[src/rtl/spike_rate_decoder.sv]
// Spike-train to rate decoder: counts spikes over a window of enabled cycles and hands each count
// out through a one-entry valid/ready register. Define SPIKE_DECODER_ISI_EN for inter-spike intervals.
module spike_rate_decoder #(
  parameter int unsigned COUNT_W = 8,
  parameter int unsigned WIN_W   = 8
) (
  input  logic               clk,
  input  logic               reset,
  input  logic               enable,
  input  logic               spike_in,
  input  logic [WIN_W-1:0]   window_len,
  output logic [COUNT_W-1:0] out_count,
  output logic               out_valid,
  input  logic               out_ready,
  output logic               overflow
`ifdef SPIKE_DECODER_ISI_EN
  ,
  output logic [WIN_W-1:0]   isi_out,
  output logic               isi_valid
`endif
);

  localparam logic [0:0] IDLE = 1'b0;
  localparam logic [0:0] RUN  = 1'b1;

  localparam logic [COUNT_W-1:0] COUNT_MAX = {COUNT_W{1'b1}};

  logic [0:0]         state_q;
  logic [WIN_W-1:0]   len_q;
  logic [WIN_W-1:0]   win_cnt_q;
  logic [COUNT_W-1:0] spk_cnt_q;
  logic [COUNT_W-1:0] out_count_q;
  logic               out_valid_q;
  logic               overflow_q;

  logic [WIN_W-1:0]   cur_len;
  logic [WIN_W-1:0]   cur_cnt;
  logic [COUNT_W-1:0] cur_spk;
  logic [WIN_W:0]     win_next;
  logic [WIN_W:0]     len_ext;
  logic [COUNT_W-1:0] spk_sum;
  logic               win_done;
  logic               load;

  // IDLE behaves like the first cycle of a fresh window using the live window_len.
  always_comb begin
    cur_len  = (state_q == IDLE) ? window_len : len_q;
    cur_cnt  = (state_q == IDLE) ? '0 : win_cnt_q;
    cur_spk  = (state_q == IDLE) ? '0 : spk_cnt_q;
    win_next = {1'b0, cur_cnt} + {{WIN_W{1'b0}}, 1'b1};
    len_ext  = {(cur_len == '0), cur_len};
    spk_sum  = (cur_spk == COUNT_MAX) ? cur_spk : cur_spk + COUNT_W'(spike_in);
    win_done = enable && (win_next == len_ext);
    load     = win_done && (!out_valid_q || out_ready);
  end

  always_ff @(posedge clk) begin
    if (reset) begin
      state_q     <= IDLE;
      len_q       <= '0;
      win_cnt_q   <= '0;
      spk_cnt_q   <= '0;
      out_count_q <= '0;
      out_valid_q <= 1'b0;
      overflow_q  <= 1'b0;
    end else begin
      if (enable) begin
        state_q <= RUN;
        if (win_done) begin
          len_q     <= window_len;
          win_cnt_q <= '0;
          spk_cnt_q <= '0;
        end else begin
          len_q     <= cur_len;
          win_cnt_q <= win_next[WIN_W-1:0];
          spk_cnt_q <= spk_sum;
        end
      end
      if (load) begin
        out_count_q <= spk_sum;
        out_valid_q <= 1'b1;
      end else if (out_valid_q && out_ready) begin
        out_valid_q <= 1'b0;
      end
      if (win_done && !load) begin
        overflow_q <= 1'b1;
      end
    end
  end

  assign out_count = out_count_q;
  assign out_valid = out_valid_q;
  assign overflow  = overflow_q;

`ifdef SPIKE_DECODER_ISI_EN
  localparam logic [WIN_W-1:0] ISI_MAX = {WIN_W{1'b1}};

  logic [WIN_W-1:0] isi_cnt_q;
  logic [WIN_W-1:0] isi_out_q;
  logic             isi_armed_q;
  logic             isi_valid_q;

  always_ff @(posedge clk) begin
    if (reset) begin
      isi_cnt_q   <= '0;
      isi_out_q   <= '0;
      isi_armed_q <= 1'b0;
      isi_valid_q <= 1'b0;
    end else begin
      isi_valid_q <= 1'b0;
      if (enable && spike_in) begin
        if (isi_armed_q) begin
          isi_out_q   <= (isi_cnt_q == ISI_MAX) ? ISI_MAX : isi_cnt_q + 1'b1;
          isi_valid_q <= 1'b1;
        end
        isi_armed_q <= 1'b1;
        isi_cnt_q   <= '0;
      end else if (enable && isi_cnt_q != ISI_MAX) begin
        isi_cnt_q <= isi_cnt_q + 1'b1;
      end
    end
  end

  assign isi_out   = isi_out_q;
  assign isi_valid = isi_valid_q;
`endif

endmodule

[config.mk]
export PLATFORM = sky130hd
export DESIGN_NAME = spike_rate_decoder
export DESIGN_NICKNAME = d
export VERILOG_FILES = /design/src/rtl/spike_rate_decoder.sv
export SDC_FILE = /design/constraint.sdc
export NUM_CORES = 1
export LEC_CHECK = 0
export ABC_AREA = 1
export BUFFER_PORTS_ARGS = -buffer_cell sky130_fd_sc_hd__buf_2
export CORE_UTILIZATION = 55
export CTS_BUF_LIST = sky130_fd_sc_hd__clkbuf_16
export CTS_CLUSTER_SIZE = 40
export DETAILED_ROUTE_END_ITERATION = 12
export HOLD_SLACK_MARGIN = 0.02
export PLACE_DENSITY = 0.74
export SETUP_SLACK_MARGIN = 0.15
export SKIP_LAST_GASP = 1
export SYNTH_ARGS = -nofsm -noshare
export SYNTH_HDL_FRONTEND = slang
export SYNTH_SLANG_ARGS = --single-unit
export TNS_END_PERCENT = 1
[constraint.sdc]
create_clock -name clk -period 7.2 [get_ports clk]
set_clock_uncertainty 0.05 [all_clocks]
set_input_delay 1.44 -clock clk [delete_from_list [all_inputs] [get_ports clk]]
set_output_delay 1.44 -clock clk [all_outputs]
set_load 0.005 [all_outputs]
* Word level (Yosys, flattened, before mapping) *
Index checks and enable logic that the tools add are counted.

word-level totals
  register bits after elaboration = 35
  input port bits = 13
  output and inout port bits = 10
  word-level logic and storage cells = 29

cells by class
  add/sub/neg operators = 2
  equal/unequal tests = 2
  multiplexer cells = 9
  reduce and logical (&&, ||, !) cells = 9

operators by type and width
  cell                                                            number
  8-bit 2-to-1 mux                                                7
  8-bit by 1-bit adder with 9-bit output (second input constant)  1
  9-bit == test                                                   1
  8-bit by 1-bit adder with 8-bit output                          1
  8-bit == test (second input constant)                           1
  8-bit logical NOT                                               1
  1-bit logical AND                                               4
  1-bit logical NOT                                               2
  1-bit 2-to-1 mux                                                2
  2-bit nonzero test                                              1
  1-bit logical OR                                                1

* Logic depth before layout (Yosys ltp) *
Gate-level depths: netlist (run 1).

  depth in word-level cells = 7
  gate-level depth with buffers = 19
  gate-level depth less buffers = 16

* Worst setup path after synthesis (run 1) *
OpenSTA, ideal clock, no wires.

  kind = input port to flip-flop
  start = in enable
  end = reg out_count_q[3], in the netlist out_count[3]
  setup time = 0.132 ns
  data arrival time = 2.676 ns
  data required time = 7.018 ns
  setup slack = 4.342 ns
  stages = 11
  path buffers = 2
  cells stage by stage = clkbuf_1 > nand2_1 > a21oi_1 > nand2_1 > nor2_1 > nand2_1 > nor2_8 > nand3_2 > buf_6 > nor2_1 > nor3b_2

on the way
  longest elaborated chain between the ends = 2

ends and longest elaborated chain
  element               RTL line  source
  start, declared       9         input logic enable,
  1-bit logical AND     53        win_done = enable && (win_next == len_ext);
  1-bit logical AND     54        load = win_done && (!out_valid_q || out_ready);
  end signal, assigned  80        out_count_q <= spk_sum;
  end, declared         32        logic [COUNT_W-1:0] out_count_q;

Every way passes these cells.
A chain may end at the register's enable or synchronous reset.

* Final worst setup path (run 1) *
  start = in enable
  end = reg len_q[4]

on the way
  longest elaborated chain between the ends = 2

ends and longest elaborated chain
  element               RTL line  source
  1-bit logical AND     53
  8-bit 2-to-1 mux      69        if (win_done) begin
  end signal, assigned  70        len_q <= window_len;
  end signal, assigned  74        len_q <= cur_len;
  end, declared         29        logic [WIN_W-1:0] len_q;

Several ways; a longest one is shown, not always the timed one.

==> impl_metrics.json, run 1 <==
{
  "vias_per_cell": 5.25,
  "crit_required_ns": 7.35,
  "cts.sink_count": 35,
  "via_count": 2305,
  "synthCells": 372,
  "synth_edf_count": 0,
  "ys_async_sr_fraction_pct": 0,
  "nNetsFinal": 404,
  "syn_avg_cell_area_um2": 6.30,
  "rows": 23,
  "finish.utilization_pct": 64.1,
  "cp-end-kind": "flop",
  "portBuffers": 22,
  "synth_area_mm2": 0.00234,
  "grt.total_usage_pct": 25.1,
  "area_growth_pct": 11.0,
  "slowest_stage": "buf_2",
  "die_h_um": 67.3,
  "fin_ws_ns": 4.14,
  "peakVddDrop_uv": 114,
  "synth-main-ff-cell": "dfxtp_1",
  "cp_common_cell": "nand2_1",
  "setup_viol": 0,
  "holdBufCountCts": 0,
  "crit_type": "in -> reg",
  "tritoncts": "built",
  "reg2reg_slack_ns": 4.39,
  "post_cts_resized": 0,
  "dpl.cell_count": 431,
  "place_area_mm2": 0.00243,
  "die-area_mm2": 0.00452,
  "yosysMostFrequentCell": "nand2_1",
  "pre_cts_ws_ns": 3.86,
  "power_uw": 507,
  "clk_pin_slew_ns": 0.05,
  "fmax_mhz": 327,
  "leakagePower_nw": 1.27,
  "crit_path_start": "enable",
  "grt_max_degree": 32,
  "yosysTopAreaCell": "dfxtp_1",
  "post_cts_buffers": 0,
  "max-cap-violations": 0,
  "die_w_um": 67.3,
  "root_buffer": "clkbuf_16",
  "htree_levels": 2,
  "final_cells": 439,
  "gr-total-overflow": 0,
  "worst_hold_path_type": "reg -> reg",
  "cts-root-to-sink-buffers": 2,
  "drcViolationCount": 0,
  "synth_top_area_share_pct": 29.9,
  "worst_setup_path_start_kind": "input pin",
  "final_cell_area_mm2": 0.00260,
  "initialDrtViolationCount": 136,
  "tns_ns": 0,
  "drtAntennaViolNets": 0,
  "reg2regPathDepth": 16,
  "first_global_vias": 1951,
  "arrival_ns": 3.22,
  "yosysWarningCount": 0,
  "cp.buffers_inverters": 1,
  "status": "completed",
  "core_region_area_mm2": 0.00406,
  "path_cells": "buf_2, nand2_1, a21oi_1, nand2_1, nor2_1, nand2_1, nor2_8, nand3_4, nand2_1, nand3_1, a21oi_1",
  "globalplace.congestion": 0.880,
  "insertion_delay_ns": 0.28,
  "hold_ws_ns": 0.413,
  "powerDensity_mw_per_mm2": 195,
  "fin_crit_sh_pct": 42.5,
  "synth-seq-cells": 35,
  "hold_viol_final": 0,
  "slew_viol_final": 0,
  "synth.top_cells.by_count": "118 x nand2_1, 53 x nand3_1, 49 x inv_1, 35 x dfxtp_1",
  "yosysSeqAreaShare_pct": 29.9,
  "synth_fp_nets": 388,
  "r2r_end": "len_q[4]",
  "rr_startpoint": "state_q",
  "crit_path_max_incr_delay_ns": 0.42,
  "tightest_slew_ns": 0.630,
  "min_period_ns": 3.06,
  "place_hpwl_um": 3590,
  "wl_per_cell_um": 12.0,
  "rsz0062_at_grt": "false",
  "crit_family": "simple AND/OR/NAND/NOR gates",
  "drive_gt1_share_pct": 14.7,
  "grt_antenna_before_repair": 0,
  "holdPathStages": 2,
  "drt-total-wl_um": 5260,
  "hold_path_end": "len_q[5]",
  "slew_headroom_pct": 58.0,
  "hold_start": "len_q[5]",
  "grt_pass1_wl_um": 8550,
  "ys_top_cells_by_area": "dfxtp_1 30%, nand2_1 19%, nand3_1 11%, inv_1 7.9%, a21oi_1 5.6%",
  "io_pins": 23,
  "numCtsBuffers": 5,
  "diodes": 0,
  "start_util_pct": 57.7,
  "ys_types": 29,
  "first_pass_iters": 4,
  "crit_fanout": 26
}
==> how the worst max path moves through the flow <==
| stage | endpoint | slack, ns | depth (start not counted) |
|---|---|---|---|
| 2_1_floorplan | out_count[3] | 4.34 | 11 |
| 3_3_place_gp | len_q[4] | 3.92 | 11 |
| 3_5_place_dp | len_q[3] | 3.86 | 11 |
| 4_1_cts | len_q[7] | 4.17 | 11 |
| 5_1_grt | len_q[4] | 3.90 | 11 |
| 6_report | len_q[4] | 4.14 | 11 |
==> report_power, final <==
part	internal (mW)	switching (mW)	leakage (nW)
Sequential	0.199	0.00259	0.284
Clock	0.163	0.0819	0.0838
Combinational	0.0193	0.0416	0.899
==> sequential cells by signal, summed over array words and instances, names as in the netlist <==
| name | cells |
|---|---|
| win_cnt_q | 8 |
| out_count | 8 |
| out_valid | 1 |
| overflow | 1 |
| len_q | 8 |
| spk_cnt_q | 8 |
| state_q | 1 |
==> logic make-up (layout without fill, tap and decap cells) <==
logic type,after synthesis,count (layout),share of synthesized area (%)
AOI/OAI and AO/OA,34,34,7.80
DFF,35,35,29.9
buffers and inverters,65,82,12.1
adders and majority gates,3,3,1.60
and+or+nand+nor,229,229,46.4
xor gates and xnor gates,6,6,2.24
==> layer usage <==
metal,vias to the layer above,wire length (um),track usage (%)
li1,1207,-,-
met1,1039,2640,33.5
met2,54,2340,39.5
met3,5,223,5.24
met4,0,55,8.78
met5,-,0,0
==> cell usage in the layout, fill, tap and decap left out, types with 3 or more instances in the layout <==
cell type	synthesis	routed
nand2_1	118	118
dfxtp_1	35	35
xor2_1	6	6
nand3_2	5	5
buf_2	1	22
clkbuf_16	0	5
nand3_1	53	53
a21oi_1	26	26
nand2_2	9	9
inv_1	49	49
nor2_1	26	26
nand4_1	5	5
ha_1	3	3
o21ai_0	4	4
==> cell type report <==
cell class,instances,area (um2)
tap,50,62.6
multi-input combinational,272,1360
inverter,51,191
fill,382,1460
clock inverter,3,43.8
sequential,35,701
timing repair buffer,23,118
clock buffer,5,125
==> tightest hold or removal path, stage by stage, from the launching register on <==
cell and delay, ns:
dfxtp_1 0.30, nand2_1 0.06, a21oi_1 0.05
Power figures use the tool's default switching activity.
==> run 2, diff against run 1 <==
==> constraint.sdc (replaced) <==
create_clock -name clk -period 3 [get_ports clk]
set_clock_uncertainty 0.05 [all_clocks]
set_input_delay 0.6 -clock clk [delete_from_list [all_inputs] [get_ports clk]]
set_output_delay 0.6 -clock clk [all_outputs]
set_load 0.005 [all_outputs]
==> run 2 against run 1 <==
Effect of this change: global-route usage rose by 1.4 points; flip-flop and latch count did not move; clock power rose by 100%; design area fell by 0.77%; first-iteration DRC count rose by 5.9%; total power rose by 120%; die area did not move; cell count rose by 0.23%; register-to-register slack got worse by 3.9 ns; worst setup slack got worse by 3.7 ns; sequential share of layout area rose by 0.21 points; largest power group unchanged.
==> impl_metrics.json, run 2 (same netlist as run 1, synthesis figures left out) <==
{
  "die_h_um": 67.3,
  "post_cts_resized": 0,
  "nFillCells": 378,
  "crit_required_ns": 3.15,
  "crit_fanout": 26,
  "fin_crit_sh_pct": 84.0,
  "cp.buffers_inverters": 1,
  "holdBufCountCts": 0,
  "cp-end-kind": "flop",
  "globalplace.congestion": 0.791,
  "tightest_slew_ns": 0.655,
  "die_w_um": 67.3,
  "place_hpwl_um": 3810,
  "die-area_mm2": 0.00452,
  "grt_antenna_before_repair": 0,
  "max-cap-violations": 0,
  "root_buffer": "clkbuf_16",
  "leakagePower_nw": 1.26,
  "status": "completed",
  "first_global_vias": 2046,
  "crit_family": "simple AND/OR/NAND/NOR gates",
  "grt.total_usage_pct": 26.4,
  "clk_pin_slew_ns": 0.06,
  "final_cell_mix": "118 x nand2_1, 53 x nand3_1, 49 x inv_1",
  "slew_headroom_pct": 56.3,
  "diodes": 0,
  "wl_per_cell_um": 12.5,
  "arrival_ns": 2.67,
  "drive_gt1_share_pct": 14.6,
  "peakVddDrop_uv": 347,
  "via_count": 2316,
  "min_period_ns": 2.52,
  "path_cells": "nand2_2, inv_1, ha_1, nand3_2, nor2_1, nand2_1, nand2_1, nand2_1, nand2_1, nand2_2, nor2_8, nand3_4, nand2_1, nand3_1, a21oi_1",
  "crit_path_max_incr_delay_ns": 0.40,
  "initialDrtViolationCount": 144,
  "cts-root-to-sink-buffers": 2,
  "crit_type": "reg -> reg",
  "worst_hold_path_type": "reg -> reg",
  "post_cts_buffers": 0,
  "vias_per_cell": 5.26,
  "worst_setup_path_start_kind": "flop",
  "final_common_cell": "nand2_1",
  "gr-total-overflow": 0,
  "cp_common_cell": "nand2_1",
  "drt-total-wl_um": 5480,
  "numCtsBuffers": 5,
  "drtAntennaViolNets": 0,
  "io_pins": 23,
  "drcViolationCount": 0,
  "hold_viol_final": 0,
  "slew_viol_final": 0,
  "dpl.cell_count": 433,
  "nNetsFinal": 406,
  "first_pass_iters": 4,
  "portBuffers": 22,
  "start_util_pct": 57.7,
  "htree_levels": 2,
  "setup_viol": 0,
  "fmax_mhz": 397,
  "tritoncts": "built",
  "cts.sink_count": 35,
  "slowest_stage": "dfxtp_1",
  "tns_ns": 0,
  "grt_pass1_wl_um": 9090,
  "core_region_area_mm2": 0.00406,
  "rsz0062_at_grt": "false",
  "area_growth_pct": 10.1,
  "insertion_delay_ns": 0.28,
  "final_cells": 440,
  "rows": 23,
  "powerDensity_mw_per_mm2": 435,
  "grt_max_degree": 32
}
## run 2: path summary, 6_finish.rpt
| path | startpoint | end | slack (ns) | cells past startpoint |
|---|---|---|---|---|
| max | state_q | len_q[7] | 0.48 | 15 |
| min | len_q[6] | len_q[6] | 0.42 | 2 |
| max reg2reg | state_q | len_q[7] | 0.48 | 15 |
| min reg2reg | len_q[6] | len_q[6] | 0.42 | 2 |
## run 2: metrics by stage
step / area [um2] / setup slack, ns / hold slack, ns / power (mW) / utilization [%]
2_1_floorplan: 2340 / 0.673 / 0.395 / 0.610 / -
3_3_place_gp: 2450 / 0.589 / 0.401 / 0.640 / 60.3
3_5_place_dp: 2450 / 0.507 / 0.405 / 0.643 / 60.3
4_1_cts: 2580 / 0.477 / 0.413 / 1.13 / 63.6
5_1_grt: 2580 / 0.211 / 0.443 / 1.17 / 63.6
6_report: 2580 / 0.480 / 0.416 / 1.12 / 63.6
## run 2: area by class of cell
type	count	area (um2)	area share (%)
multi-input combinational	272	1360	52.7
clock buffer	5	125	4.85
inverter	51	191	7.42
sequential	35	701	27.2
timing repair buffer	25	133	5.14
clock inverter	2	8.76	0.339
tap	50	62.6	2.42
## run 2: power by group
part | internal (mW) | switching, mW | leakage, nW
Clock | 0.298 | 0.191 | 0.0671
Combinational | 0.0483 | 0.101 | 0.909
Sequential | 0.477 | 0.00774 | 0.284
Total | 0.823 | 0.300 | 1.26
## run 2: per-layer routing
layer / track usage, % / vias up / part of all wire [%]
met4: 7.18 / 0 / 0.97
met5: 0 / - / 0
met1: 35.3 / 1038 / 49
met2: 43.8 / 55 / 45
li1: - / 1217 / -
met3: 4.22 / 6 / 4.8
## run 2: worst min-delay path: stages, from the launching register on
cell	delay [ns]
dfxtp_1	0.30
nand2_1	0.06
a21oi_1	0.05
==> run 3, diff against run 2 <==
--- a/config.mk
+++ b/config.mk
@@ -5,14 +5,14 @@
 export SDC_FILE = /design/constraint.sdc
 export NUM_CORES = 1
 export LEC_CHECK = 0
-export ABC_AREA = 1
+export ABC_AREA = 0
 export BUFFER_PORTS_ARGS = -buffer_cell sky130_fd_sc_hd__buf_2
-export CORE_UTILIZATION = 55
+export CORE_UTILIZATION = 53
 export CTS_BUF_LIST = sky130_fd_sc_hd__clkbuf_16
 export CTS_CLUSTER_SIZE = 40
 export DETAILED_ROUTE_END_ITERATION = 12
 export HOLD_SLACK_MARGIN = 0.02
-export PLACE_DENSITY = 0.74
+export PLACE_DENSITY = 0.75
 export SETUP_SLACK_MARGIN = 0.15
 export SKIP_LAST_GASP = 1
 export SYNTH_ARGS = -nofsm -noshare
==> constraint.sdc (replaced) <==
create_clock -name clk -period 2.26 [get_ports clk]
set_clock_uncertainty 0.05 [all_clocks]
set_input_delay 0.452 -clock clk [delete_from_list [all_inputs] [get_ports clk]]
set_output_delay 0.452 -clock clk [all_outputs]
set_load 0.005 [all_outputs]
==> run 3 against run 2 <==
Effect of this change: the flow now finishes with violations (negative setup slack); via count shrank 6.5%; clock power grew 36%; first-iteration DRC count grew 6.3%; highest routed layer unchanged; worst setup slack lost 0.77 ns; count of clock-buffer cells in the layout is the same; non-clock buffer count grew 49; synthesized area shrank 8.2%.
==> impl_metrics.json, run 3 <==
{
  "status": "finished with violations",
  "violations": "negative setup slack",
  "root_buffer": "clkbuf_16",
  "first_global_vias": 1995,
  "powerDensity_mw_per_mm2": 532,
  "drtAntennaViolNets": 0,
  "grt_max_degree": 27,
  "nFillCells": 239,
  "setup_viol": 33,
  "first_pass_iters": 4,
  "worst_hold_path_type": "reg -> reg",
  "power_mw": 1.56,
  "synth_top_area_share_pct": 32.6,
  "slew_headroom_pct": 55.7,
  "crit_fanout": 7,
  "busiest_layer": "met2",
  "fmax_mhz": 392,
  "syn_avg_cell_area_um2": 8.27,
  "yosysSeqAreaShare_pct": 32.6,
  "io_pins": 23,
  "use_met2_pct": 48.2,
  "synth-seq-cells": 35,
  "hold_ws_ns": 0.407,
  "reg2reg_slack_ns": -0.29,
  "insertion_delay_ns": 0.28,
  "hold_viol_final": 0,
  "die-area_mm2": 0.00432,
  "vias_per_cell": 5.78,
  "diodes": 0,
  "die_w_um": 65.7,
  "crit_required_ns": 2.42,
  "ys_async_sr_fraction_pct": 0,
  "core_region_area_mm2": 0.00377,
  "swShare_pct": 25.8,
  "yosysMostFrequentCell": "dfxtp_1",
  "grt_antenna_before_repair": 0,
  "arrival_ns": 2.71,
  "start_util_pct": 57.0,
  "gr-total-overflow": 0,
  "cp_common_cell": "or4b_1",
  "yosysTopAreaCell": "dfxtp_1",
  "area_growth_pct": 36.2,
  "power_switching_uw": 401,
  "portBuffers": 22,
  "synthCells": 260,
  "drt-total-wl_um": 5800,
  "via_count": 2166,
  "synth_fp_nets": 276,
  "slew_viol_final": 0,
  "tns_ns": -4.83,
  "cp.buffers_inverters": 3,
  "pwr-share-comb_pct": 16.1,
  "cts.sink_count": 35,
  "seqPwrFrac_pct": 41.2,
  "crit_path_max_incr_delay_ns": 0.47,
  "grt.total_usage_pct": 28.6,
  "drcViolationCount": 0,
  "synth-main-ff-cell": "dfxtp_1",
  "cts-root-to-sink-buffers": 2,
  "synth.top_cells.by_count": "35 x dfxtp_1, 31 x a21oi_1, 23 x nand2_1, 21 x nand3_1, 18 x nand2b_1",
  "ys_types": 44,
  "die_h_um": 65.7,
  "wl_per_cell_um": 15.5,
  "drive_gt1_share_pct": 35.8,
  "globalplace.congestion": 0.800,
  "peakVddDrop_uv": 255,
  "p_int_mw": 1.16,
  "numCtsBuffers": 5,
  "worst_setup_path_start_kind": "flop",
  "path_cells": "buf_6, or4b_1, o22ai_2, o211ai_1, buf_4, nand4_4, buf_12, o21ai_4, or4b_1, a31oi_1",
  "ys_top_cells_by_area": "dfxtp_1 33%, a21oi_1 7.2%, nand2b_1 5.2%, nand3_1 4.9%, xnor2_1 4.1%",
  "initialDrtViolationCount": 153,
  "htree_levels": 2,
  "fin_ws_ns": -0.288,
  "crit_type": "reg -> reg",
  "nNetsFinal": 342,
  "fin_crit_sh_pct": 113,
  "grt_pass1_wl_um": 9270,
  "p_clk_share_pct": 42.7,
  "rows": 22,
  "holdBufCountCts": 0,
  "crit_family": "simple AND/OR/NAND/NOR gates",
  "clk_pin_slew_ns": 0.06,
  "final_cell_mix": "48 x buf_4, 32 x dfxtp_1, 30 x a21oi_1",
  "yosysWarningCount": 0,
  "slowest_stage": "or4b_1",
  "use_met1_pct": 35.1,
  "final_common_cell": "buf_4",
  "cp-end-kind": "flop",
  "rsz0062_at_grt": "true",
  "place_hpwl_um": 3830,
  "min_period_ns": 2.55,
  "use_met3_pct": 6.60,
  "max-cap-violations": 0,
  "tritoncts": "built",
  "tightest_slew_ns": 0.663,
  "synth_area_mm2": 0.00215,
  "synth_edf_count": 0,
  "leakagePower_nw": 1.19
}
-- run 3: cell types whose count changed after synthesis, sizes merged, moves of 4 or more --
cell,previous run,this run
a21bo,0,8
mux2i,0,7
nand4,5,11
nor2b,0,8
nand2,127,24
inv,51,3
o211ai,0,4
and3,0,4
xnor2,0,10
nor2,31,9
nand2b,0,18
o21ai,4,11
or4,0,4
nand3,59,21
-- run 3: kinds of logic (layout without fill, tap and decap cells) --
kind of cell               Yosys count  count (layout)  share of synthesized area [%]
AOI/OAI and AO/OA                   63              64                           19.4
adders and majority gates            3               3                           1.75
xor gates and xnor gates            18              18                           7.33
muxes                                7               7                           3.26
buffers and inverters               19              85                           4.30
DFF                                 35              35                           32.6
and+or+nand+nor                    115             115                           31.4
-- run 3: final timing paths --
path | startpoint | to | depth (start not counted)
worst min-delay path | overflow | overflow | 1
worst max register to register | state_q | win_cnt_q[7] | 10
worst min register to register | overflow | overflow | 1
worst max-delay path | state_q | win_cnt_q[7] | 10
-- run 3: final cells by class --
| class | instances | area, um2 | share of cell area [%] |
|---|---|---|---|
| Multi-Input combinational cell | 207 | 1490 | 50.7 |
| Sequential cell | 35 | 707 | 24.1 |
| Timing Repair Buffer | 74 | 524 | 17.9 |
| Clock buffer | 5 | 125 | 4.27 |
| Tap cell | 48 | 60.1 | 2.05 |
| Clock inverter | 3 | 16.3 | 0.555 |
| Inverter | 3 | 11.3 | 0.384 |
-- run 3: stage by stage --
step                      instance area [um2]  instances  worst slack, ns  util (%)
after floorplan                          2200        260           -0.538         -
after global placement                   2600        359           -0.253      69.0
after detailed placement                 2600        359           -0.343      69.0
after CTS                                2890        374           -0.157      76.5
after global routing                     2930        375           -0.320      77.7
final                                    2930        375           -0.288      77.7
-- run 3: what timing repair did --
item	CTS	global route
endpoints found under the setup margin	34	34
cloned	1	0
pin swaps	11	5
buffers inserted	6	1
resized for setup	17	6
-- run 3: layer usage --
| metal | share of wire, % | wire length, um |
|---|---|---|
| met1 | 42 | 2450 |
| met2 | 49 | 2850 |
| met3 | 6.7 | 391 |
| met4 | 1.7 | 100 |
| met5 | 0 | 0 |
-- run 3: power groups by stage --
stage          logic, mW  registers (mW)  clock network (mW)
2_1_floorplan      0.132           0.652                   0
3_3_place_gp       0.196           0.653                   0
3_5_place_dp       0.202           0.654                   0
4_1_cts            0.234           0.641               0.667
5_1_grt            0.268           0.642               0.699
6_report           0.251           0.641               0.665
